$ cat config.mk
export PLATFORM = sky130hd
export DESIGN_NAME = hazard_ctrl_flat
export DESIGN_NICKNAME = d
export VERILOG_FILES = /design/src/rtl/hazard_pkg.sv /design/src/rtl/hazard_ctrl_if.sv /design/src/rtl/hazard_shadow_stage.sv /design/src/rtl/hazard_ctrl.sv /design/src/flat_wrapper.sv
export SDC_FILE = /design/constraint.sdc
export NUM_CORES = 1
export LEC_CHECK = 0
export CORE_AREA = 2 2 53 55
export CTS_CLUSTER_DIAMETER = 120
export DETAILED_ROUTE_END_ITERATION = 16
export DIE_AREA = 0 0 55 57
export DONT_BUFFER_PORTS = 1
export PLACE_DENSITY = 0.55
export SLEW_MARGIN = 10
export SYNTH_ARGS = -nofsm -noshare
export SYNTH_HDL_FRONTEND = slang
export SYNTH_HIERARCHICAL = 1
export SYNTH_SLANG_ARGS = --single-unit
$ cat constraint.sdc
create_clock -name clock -period 2.77 [get_ports clock]
set_clock_uncertainty 0.1 [all_clocks]
set_input_delay 0.831 -clock clock [delete_from_list [all_inputs] [get_ports clock]]
set_output_delay 0.831 -clock clock [all_outputs]
set_load 0.01 [all_outputs]
$ cat src/rtl/hazard_pkg.sv
// Shared types for the hazard/forwarding controller: mux-select encodings,
// the in-flight destination shadow record and the producer-match helpers.
package hazard_pkg;

    localparam int REG_AW = 5;
    localparam int CNT_W  = 32;

    localparam logic [1:0] FWD_RF    = 2'b00;
    localparam logic [1:0] FWD_EXMEM = 2'b01;
    localparam logic [1:0] FWD_MEMWB = 2'b10;

    typedef struct packed {
        logic              regwrite;
        logic [REG_AW-1:0] rw;
        logic              load;
    } shadow_t;

    localparam shadow_t SHADOW_BUBBLE = '{regwrite: 1'b0, rw: '0, load: 1'b0};

    // r0 is hardwired zero, so a write to it is never a real producer
    function automatic logic hz_match(input shadow_t s, input logic [REG_AW-1:0] rs);
        return s.regwrite && (s.rw == rs) && (rs != '0);
    endfunction

    function automatic logic [1:0] fwd_select(input logic en, input logic [REG_AW-1:0] rs,
                                              input shadow_t ex, input shadow_t mem);
        if (!en)                return FWD_RF;
        else if (hz_match(ex, rs))  return FWD_EXMEM;
        else if (hz_match(mem, rs)) return FWD_MEMWB;
        else                    return FWD_RF;
    endfunction

endpackage

$ cat src/rtl/hazard_ctrl_if.sv
// Decode-side bundle between the pipeline top level and the hazard controller.
// master = pipeline (drives ID fields/flush), slave = hazard_ctrl.
interface hazard_ctrl_if;
    import hazard_pkg::*;

    logic              id_valid;
    logic [REG_AW-1:0] id_rs1;
    logic [REG_AW-1:0] id_rs2;
    logic              id_use_rs1;
    logic              id_use_rs2;
    logic [REG_AW-1:0] id_rw;
    logic              id_regwrite;
    logic              id_is_load;
    logic              flush;
    logic              stall;
    logic [1:0]        fwd_a;
    logic [1:0]        fwd_b;
`ifdef HAZ_STATS_EN
    logic [CNT_W-1:0]  stall_cnt;
    logic [CNT_W-1:0]  fwd_cnt;
`endif

    modport master (
        output id_valid, id_rs1, id_rs2, id_use_rs1, id_use_rs2,
               id_rw, id_regwrite, id_is_load, flush,
`ifdef HAZ_STATS_EN
        input  stall_cnt, fwd_cnt,
`endif
        input  stall, fwd_a, fwd_b
    );

    modport slave (
        input  id_valid, id_rs1, id_rs2, id_use_rs1, id_use_rs2,
               id_rw, id_regwrite, id_is_load, flush,
`ifdef HAZ_STATS_EN
        output stall_cnt, fwd_cnt,
`endif
        output stall, fwd_a, fwd_b
    );

endinterface

$ cat src/rtl/hazard_shadow_stage.sv
// One pipeline stage of destination-register shadow state.
// Latency: 1 cycle d->q. No backpressure; flush/bubble force a bubble on the next edge.
module hazard_shadow_stage
    import hazard_pkg::*;
(
    input  logic    clock,
    input  logic    reset,
    input  logic    flush,
    input  logic    bubble,
    input  shadow_t d,
    output shadow_t q
);

    always_ff @(posedge clock or negedge reset) begin
        if (!reset)
            q <= SHADOW_BUBBLE;
        else if (flush || bubble)
            q <= SHADOW_BUBBLE;
        else
            q <= d;
    end

endmodule

$ cat src/rtl/hazard_ctrl.sv
// Load-use stall and EX operand forwarding selects; optional stats under HAZ_STATS_EN.
// Latency: stall same-cycle (comb), fwd_a/fwd_b registered into the consumer's EX cycle.
// Backpressure: stall holds PC/IF/ID and injects a bubble into EX; flush overrides stall.
module hazard_ctrl
    import hazard_pkg::*;
(
    input  logic         clock,
    input  logic         reset,
    hazard_ctrl_if.slave bus
);

    shadow_t    ex_q, mem_q, wb_q, ex_d;
    logic       stall;
    logic [1:0] fwd_a_q, fwd_b_q, fwd_a_d, fwd_b_d;
    logic       unused_wb;

    // WB is tracked for completeness of the shadow; nothing forwards from it yet
    assign unused_wb = ^wb_q;

    assign stall = bus.id_valid && ex_q.load &&
                   ((bus.id_use_rs1 && hz_match(ex_q, bus.id_rs1)) ||
                    (bus.id_use_rs2 && hz_match(ex_q, bus.id_rs2)));

    assign ex_d = '{regwrite: bus.id_regwrite && bus.id_valid,
                    rw:       bus.id_rw,
                    load:     bus.id_is_load && bus.id_valid};

    hazard_shadow_stage u_ex (
        .clock (clock), .reset (reset), .flush (bus.flush), .bubble (stall),
        .d (ex_d), .q (ex_q)
    );

    hazard_shadow_stage u_mem (
        .clock (clock), .reset (reset), .flush (bus.flush), .bubble (1'b0),
        .d (ex_q), .q (mem_q)
    );

    hazard_shadow_stage u_wb (
        .clock (clock), .reset (reset), .flush (bus.flush), .bubble (1'b0),
        .d (mem_q), .q (wb_q)
    );

    always_comb begin
        fwd_a_d = FWD_RF;
        fwd_b_d = FWD_RF;
        if (!bus.flush && !stall) begin
            fwd_a_d = fwd_select(bus.id_valid && bus.id_use_rs1, bus.id_rs1, ex_q, mem_q);
            fwd_b_d = fwd_select(bus.id_valid && bus.id_use_rs2, bus.id_rs2, ex_q, mem_q);
        end
    end

    always_ff @(posedge clock or negedge reset) begin
        if (!reset) begin
            fwd_a_q <= FWD_RF;
            fwd_b_q <= FWD_RF;
        end else begin
            fwd_a_q <= fwd_a_d;
            fwd_b_q <= fwd_b_d;
        end
    end

    assign bus.stall = stall;
    assign bus.fwd_a = fwd_a_q;
    assign bus.fwd_b = fwd_b_q;

`ifdef HAZ_STATS_EN
    logic [CNT_W-1:0] stall_cnt_q, fwd_cnt_q;
    logic [1:0]       fwd_inc;
    logic [CNT_W:0]   stall_sum, fwd_sum;

    assign fwd_inc   = {1'b0, fwd_a_d != FWD_RF} + {1'b0, fwd_b_d != FWD_RF};
    assign stall_sum = {1'b0, stall_cnt_q} + {{CNT_W{1'b0}}, stall};
    assign fwd_sum   = {1'b0, fwd_cnt_q} + {{(CNT_W-1){1'b0}}, fwd_inc};

    // Carry out of the widened sum means the counter would wrap: pin at all-ones
    always_ff @(posedge clock or negedge reset) begin
        if (!reset) begin
            stall_cnt_q <= '0;
            fwd_cnt_q   <= '0;
        end else begin
            stall_cnt_q <= stall_sum[CNT_W] ? '1 : stall_sum[CNT_W-1:0];
            fwd_cnt_q   <= fwd_sum[CNT_W]   ? '1 : fwd_sum[CNT_W-1:0];
        end
    end

    assign bus.stall_cnt = stall_cnt_q;
    assign bus.fwd_cnt   = fwd_cnt_q;
`endif

endmodule
$ cat src/flat_wrapper.sv
// flat-port wrapper written by rule: the top's interface ports become plain ports
module hazard_ctrl_flat import hazard_pkg::*;
  (clock, reset, bus_id_valid, bus_id_rs1, bus_id_rs2, bus_id_use_rs1, bus_id_use_rs2, bus_id_rw, bus_id_regwrite, bus_id_is_load, bus_flush, bus_stall, bus_fwd_a, bus_fwd_b);
  hazard_ctrl_if bus_i ();
  input  logic clock;
  input  logic reset;
  input wire logic [$bits(bus_i.id_valid)-1:0] bus_id_valid;
  input wire logic [$bits(bus_i.id_rs1)-1:0] bus_id_rs1;
  input wire logic [$bits(bus_i.id_rs2)-1:0] bus_id_rs2;
  input wire logic [$bits(bus_i.id_use_rs1)-1:0] bus_id_use_rs1;
  input wire logic [$bits(bus_i.id_use_rs2)-1:0] bus_id_use_rs2;
  input wire logic [$bits(bus_i.id_rw)-1:0] bus_id_rw;
  input wire logic [$bits(bus_i.id_regwrite)-1:0] bus_id_regwrite;
  input wire logic [$bits(bus_i.id_is_load)-1:0] bus_id_is_load;
  input wire logic [$bits(bus_i.flush)-1:0] bus_flush;
  output wire logic [$bits(bus_i.stall)-1:0] bus_stall;
  output wire logic [$bits(bus_i.fwd_a)-1:0] bus_fwd_a;
  output wire logic [$bits(bus_i.fwd_b)-1:0] bus_fwd_b;
  assign bus_i.id_valid = bus_id_valid;
  assign bus_i.id_rs1 = bus_id_rs1;
  assign bus_i.id_rs2 = bus_id_rs2;
  assign bus_i.id_use_rs1 = bus_id_use_rs1;
  assign bus_i.id_use_rs2 = bus_id_use_rs2;
  assign bus_i.id_rw = bus_id_rw;
  assign bus_i.id_regwrite = bus_id_regwrite;
  assign bus_i.id_is_load = bus_id_is_load;
  assign bus_i.flush = bus_flush;
  assign bus_stall = bus_i.stall;
  assign bus_fwd_a = bus_i.fwd_a;
  assign bus_fwd_b = bus_i.fwd_b;
  hazard_ctrl u_core (.clock(clock), .reset(reset), .bus(bus_i));
endmodule
# ---- Yosys cells after proc, flatten, opt, wreduce, memory -nomap -nowiden
# Cells that the tools add are included.
dict set report word_totals {
  register_bits 17
  latch_bits 0
  ramBits 0
  romBits 0
  input_bits 23
  memories 0
}
dict set report classes {
  addsub 0
  multipliers 0
  div_mod_pow 0
  order_cmp 0
  n_eq_ne 4
  shifts 0
  muxes 10
  bitwise_logic 0
  n_reduce_logical 23
}
# op count
set ops {}
lappend ops {{5-bit == test} 4}
lappend ops {{1-bit logical AND} 17}
lappend ops {{2-bit 2-to-1 mux} 8}
lappend ops {{7-bit 2-to-1 mux} 2}
lappend ops {{5-bit nonzero test} 2}
lappend ops {{1-bit zero test} 2}
lappend ops {{1-bit logical OR} 2}

# ---- Longest topological paths before layout
# Gate-level depths: netlist of run 1.
dict set report logic_depth {
  word_depth 9
  ltp_mapped 5
  mapped_depth_nobuf 5
}

# ---- Modules after synthesis
# Netlist of run 1, hierarchy kept.
# module instances cells_each area_each_um2 seq_area_each_um2
set by_module_without_submodules {}
lappend by_module_without_submodules {hazard_ctrl 1 51 473.0 100.1}
lappend by_module_without_submodules {hazard_shadow_stage 2 14 227.7 175.2}

# ---- Worst setup path after synthesis of run 1
# No wires, ideal clock.
dict set report synth_timing {
  path_type {input -> output}
  start {in bus_id_rs2[1]}
  end {out bus_stall}
  arrival_ns 1.927
  setup_slack_ns -0.088
  cell_stages 4
  path_buffers 0
  path_cell_list {or4_1 o21ai_2 nor4_2 o211a_1}
}
dict set report synth_via {
  elab_chain_len 6
  word_cells_on_any_way 7
  classes_between {1 x eq/ne; 6 x reduce/logical}
}
# element line_no
set synth_rtl {}
lappend synth_rtl {{start: declaration} flat_wrapper.sv:9} ;# input wire logic [$bits(bus_i.id_rs2)-1:0] bus_id_rs2;
lappend synth_rtl {{5-bit == test} hazard_pkg.sv:22} ;# return s.regwrite && (s.rw == rs) && (rs != '0);
lappend synth_rtl {{1-bit logical AND} hazard_pkg.sv:22}
lappend synth_rtl {{1-bit logical AND *} hazard_pkg.sv:22}
lappend synth_rtl {{1-bit logical AND *} hazard_ctrl.sv:22} ;# (bus.id_use_rs2 && hz_match(ex_q, bus.id_rs2)));
lappend synth_rtl {{1-bit logical OR *} hazard_ctrl.sv:21} ;# ((bus.id_use_rs1 && hz_match(ex_q, bus.id_rs1)) ||
lappend synth_rtl {{1-bit logical AND *} hazard_ctrl.sv:20} ;# assign stall = bus.id_valid && ex_q.load &&
lappend synth_rtl {{end: declaration} flat_wrapper.sv:16} ;# output wire logic [$bits(bus_i.stall)-1:0] bus_stall;
# Every way passes the cells marked *; elsewhere a longest branch is shown, timed or not.

# ---- Final worst setup path of run 1
# Ends and elaborated chain as after synthesis.

==> reports/qor.csv, run 1 <==
stage,metric,value,unit
place,dpl.cell_count,118,
route,drtIter0Drc,6,
setup_path,slowest_delay,0.54,ns
yosys,syn_area_per_cell,11.6,um^2
grt,grt_usage,13.7,%
floorplan,die_area,3140,um^2
floorplan,rows,19,
power,swShare,24.1,%
route,wl_met3,148,um
route,drt_wl_total,1.89,mm
route,met2_length,974,um
floorplan,core,2620,um^2
worst_hold_path,min_path_type,in2async,
sta,rsz0062_at_grt,yes,
route,vias,609,
place,hpwl,1.51,mm
grt,grt_overflow,0,
grt,antenna_found_initial,0,
floorplan,ios,28,
power,p_leak,0.437,nW
floorplan,die_w,55,um
cts,cts_root_buf,clkbuf_4,
power,net-switching-power,0.000108,W
route,drt-met1-wl,748,um
flow_run,maxCapViolations,0,
setup_path,end_kind,primary output,
place,place_ws,-0.0610,ns
yosys,synthCells,77,
route,top_layer,met4,
setup_path,start_kind,primary input,
cts,cts_tree,built,
route,post-route-drc-count,0,
cts,cts_sinks,17,
grt,grt_max_degree,18,
power,internal_power,0.000340,W
sta,setup_slack,-0.0363,ns
power,clkPwrFrac,30.6,%
cts,cts_inserted_buffers,3,
place,gp_congestion,0.750,
setup_path,cp_slowest_cell,or4_4,
finish,layout.cells.non_filler,123,
setup_path,r2r_cells,6,
sta,hold_viol,0,
route,wl_per_cell,15.4,um
cts,clk_pin_slew,0.10,ns
yosys,synth_warnings,6,
sta,setup-violations-final,1,
finish,n_antenna_cell,0,
setup_path,cp.required,1.84,ns
cts,hold_buffers,0,
finish,final_common_cell,dfrtp_1,
setup_path,crit_chain,"or4_4, o21ai_4, nor4_2, o211a_4",
outcome,status,finished with violations,
route,vias_per_cell,4.95,
setup_path,path_class,in2out,
finish,final_nets,116,
power,ir_drop,0.287,mV
grt,grt_pass1_wl,3.03,mm
place,dpl_cell_area,1020,um^2
sta,fmax,356,MHz
outcome,violations,setup timing,
cts,clock_latency,0.29,ns
route,final_antenna_net_count,0,
finish,final_cell_area,1060,um^2
setup_path,crit_fanout,3,
cts,htree_levels,1,
grt,grt_pass1_vias,637,
cts,clockBufferDepth,2,
sta,slew_viol_final,0,
finish,final_cell_mix,"17 x dfrtp_1, 13 x nor3b_1, 12 x xnor2_1",
setup_path,cp_data_arrival_time,1.88,ns
finish,area_growth,18.7,%
route,drtPass1Iterations,3,
setup_path,r2r_slack,1.03,ns
floorplan,start_util,34.3,%
power,pwr-share-comb,11.0,%
power,p_seq_share,58.5,%
finish,utilization,40.7,%
power,power.density,422,nW/um^2
sta,finalCriticalPeriod,2.81,ns
floorplan,die_h,57,um
yosys,netlist_area,896,um^2
power,finalPower,0.000448,W
place,port_buffers,0,
sta,fin_crit_sh,101,%
finish,drive_above_1_share,19.6,%
## stage by stage
stage,hold WS [ns],TNS (ns)
floorplan,0.428,-0.0573
global placement,0.436,-0.0526
detailed placement,0.436,-0.0610
CTS,0.108,-0.0321
global route,0.100,-0.0628
finish,0.115,-0.0363
## final timing paths
path                                             from                          end
setup / recovery                        bus_id_rs2[1]                    bus_stall
hold / removal                                  reset   u_core/u_ex/q[6]$_DFF_PN0_
setup reg to reg           u_core/u_ex/q[3]$_DFF_PN0_   u_core/u_ex/q[1]$_DFF_PN0_
hold reg to reg            u_core/u_ex/q[6]$_DFF_PN0_  u_core/u_mem/q[6]$_DFF_PN0_
max in group asynchronous                       reset   u_core/u_ex/q[2]$_DFF_PN0_
min in group clock         u_core/u_ex/q[6]$_DFF_PN0_  u_core/u_mem/q[6]$_DFF_PN0_
## worst max-delay path, delay by kind of cell
kind               cells  cell delay (ns)
AOI/OAI and AO/OA      2             0.43
and+or+nand+nor        2             0.62
## registers in the layout (all words and copies together), names as in the netlist
register and count:
u_core/bus.fwd_b 2, u_core/bus.fwd_a 2, u_core/u_ex/q 7, u_core/u_mem/q 6
## area by class of cell
cell class	count	area, um^2
Sequential cell	17	425
Multi-Input combinational cell	65	528
Clock buffer	4	26.3
Fill cell	273	1550
Tap cell	31	38.8
Timing Repair Buffer	6	45.0
## power by group through the flow
stage | sequential (W) | clock, W | combinational, W
after floorplan | 0.000266 | 0 | 0.0000401
after CTS | 0.000262 | 0.000141 | 0.0000488
after global placement | 0.000267 | 0 | 0.0000469
after global routing | 0.000264 | 0.000150 | 0.0000538
after detailed placement | 0.000267 | 0 | 0.0000472
final | 0.000262 | 0.000137 | 0.0000492
## repair_timing
item | in CTS | in global routing
gates resized for setup | 1 | 1
buffers inserted | 1 | 0
pin swaps | 2 | 0
cloned | 0 | 0
hold endpoints to repair | 0 | 0
endpoints found under the setup margin | 1 | 1
## per-layer routing
metal / vias to the layer above / track usage [%]
met4: 0 / 3.14
met2: 17 / 22.3
met3: 2 / 6.28
met1: 290 / 16.2
met5: - / 0
li1: 300 / -
Power figures use the tool's default switching activity.
==> run 2, diff against run 1 <==
Settings changed: CORE_AREA 2 2 53 55 to 2 2 44 66, DIE_AREA 0 0 55 57 to 0 0 46 68.
==> reports/qor.csv, run 2 (synthesized netlist as in run 1, its figures left out) <==
stage,metric,value,unit
route,post-route-drc-count,0,
floorplan,die_w,46,um
route,vias_per_cell,5.32,
grt,grt_pass1_wl,3.33,mm
finish,drive_above_1_share,19.6,%
sta,tns,-0.0346,ns
cts,cts_root_buf,clkbuf_8,
setup_path,end_kind,primary output,
floorplan,die_area,3130,um^2
grt,grt_usage,15.2,%
power,swShare,21.9,%
floorplan,start_util,34.6,%
cts,hold_buffers,0,
flow_run,maxCapViolations,0,
cts,clockBufferDepth,2,
sta,slew_viol_final,0,
route,drtIter0Drc,26,
finish,largest_register,u_core/u_ex/q,
power,p_seq_share,53.2,%
sta,hold_viol,0,
grt,grt_pass1_vias,673,
sta,setup_slack,-0.0346,ns
floorplan,die_h,68,um
setup_path,path_class,in2out,
power,net-switching-power,0.000108,W
route,vias,623,
sta,setup-violations-final,1,
grt,grt_overflow,0,
grt,grt_max_degree,18,
sta,fin_crit_sh,101,%
grt,antenna_found_initial,0,
route,wl_per_cell,16.8,um
place,gp_congestion,0.750,
cts,cts_inserted_buffers,3,
cts,htree_levels,1,
setup_path,start_kind,primary input,
outcome,violations,setup timing,
route,drt_wl_total,1.97,mm
worst_hold_path,min_path_type,in2async,
cts,cts_tree,built,
cts,clock_latency,0.25,ns
place,hpwl,1.56,mm
floorplan,ios,28,
place,port_buffers,0,
sta,fmax,357,MHz
power,clkPwrFrac,36.7,%
setup_path,cp.required,1.84,ns
floorplan,rows,23,
power,p_leak,0.444,nW
setup_path,cp_data_arrival_time,1.87,ns
finish,reg.largest.list,"u_core/u_ex/q: 7 flops, u_core/u_mem/q: 6 flops",
power,ir_drop,0.244,mV
power,internal_power,0.000386,W
cts,cts_sinks,17,
finish,n_antenna_cell,0,
power,power.density,463,nW/um^2
setup_path,crit_fanout,3,
finish,final_common_cell,dfrtp_1,
outcome,status,finished with violations,
power,pwr-share-comb,10.1,%
place,dpl_cell_area,1010,um^2
floorplan,core,2590,um^2
finish,utilization,41.2,%
finish,largest_reg_flops,7,
finish,final_cell_area,1070,um^2
route,drtPass1Iterations,5,
finish,final_cell_mix,"17 x dfrtp_1, 13 x nor3b_1, 12 x xnor2_1",
cts,clk_pin_slew,0.07,ns
sta,rsz0062_at_grt,yes,
route,final_antenna_net_count,0,
sta,finalCriticalPeriod,2.80,ns
finish,area_growth,19.1,%
finish,final_nets,116,
[run 2: what timing repair did]
item / 4_1_cts / 5_1_grt
pin swaps: 1 / 1
hold endpoints to repair: 0 / 0
setup buffers: 1 / 0
gates resized for setup: 0 / 1
endpoints found under the setup margin: 1 / 1
gates cloned: 0 / 0
[run 2: area by class of cell]
cell class	count	area, um^2
fill	276	1520
multi-input combinational	65	520
sequential	17	425
clock buffer	4	45.0
timing repair buffer	6	45.0
tap	25	31.3
[run 2: stage by stage]
| stage | power [W] | hold slack (ns) | instances | setup WS [ns] |
|---|---|---|---|---|
| 2_1_floorplan | 0.000306 | 0.428 | 82 | -0.0573 |
| 3_3_place_gp | 0.000314 | 0.436 | 112 | -0.0568 |
| 3_5_place_dp | 0.000315 | 0.436 | 112 | -0.0620 |
| 4_1_cts | 0.000501 | 0.167 | 117 | -0.0348 |
| 5_1_grt | 0.000519 | 0.157 | 117 | -0.0561 |
| 6_report | 0.000494 | 0.173 | 117 | -0.0346 |
[run 2: worst max-delay path: stages]
cell,delay (ns)
or4_4,0.54
o21ai_4,0.17
nor4_4,0.05
o211a_4,0.27
[run 2: power by group through the flow]
stage | logic (W) | clock network [W] | registers (W)
global placement | 0.0000468 | 0 | 0.000268
detailed placement | 0.0000477 | 0 | 0.000268
finish | 0.0000497 | 0.000181 | 0.000263
floorplan | 0.0000401 | 0 | 0.000266
CTS | 0.0000490 | 0.000189 | 0.000263
global route | 0.0000546 | 0.000200 | 0.000264
[run 2: worst paths after layout]
path                                                       to  depth (start not counted)  slack, ns                  startpoint
min in group clock                u_core/u_mem/q[4]$_DFF_PN0_                          1       0.49  u_core/u_ex/q[4]$_DFF_PN0_
worst max register to register     u_core/u_ex/q[1]$_DFF_PN0_                          6       1.05  u_core/u_ex/q[5]$_DFF_PN0_
worst min-delay path            u_core/bus.fwd_a[1]$_DFF_PN0_                          0       0.17                       reset
worst max-delay path                                bus_stall                          4      -0.03               bus_id_rs1[3]
max in group asynchronous         u_core/u_mem/q[2]$_DFF_PN0_                          0       2.32                       reset
worst min register to register    u_core/u_mem/q[4]$_DFF_PN0_                          1       0.49  u_core/u_ex/q[4]$_DFF_PN0_
[run 2: per-layer routing]
metal / wire length [um] / global-route usage (%) / vias to the layer above
li1: - / - / 300
met2: 1110 / 26.7 / 19
met5: 0 / 0 / -
met3: 91 / 3.43 / 2
met1: 753 / 17.4 / 302
met4: 14 / 5.36 / 0
==> run 3, diff against run 2 <==
Settings changed: HOLD_SLACK_MARGIN set to 0.1.
==> results of run 3 <==
The final DEF is identical to that of run 2; final timing and power are the same.
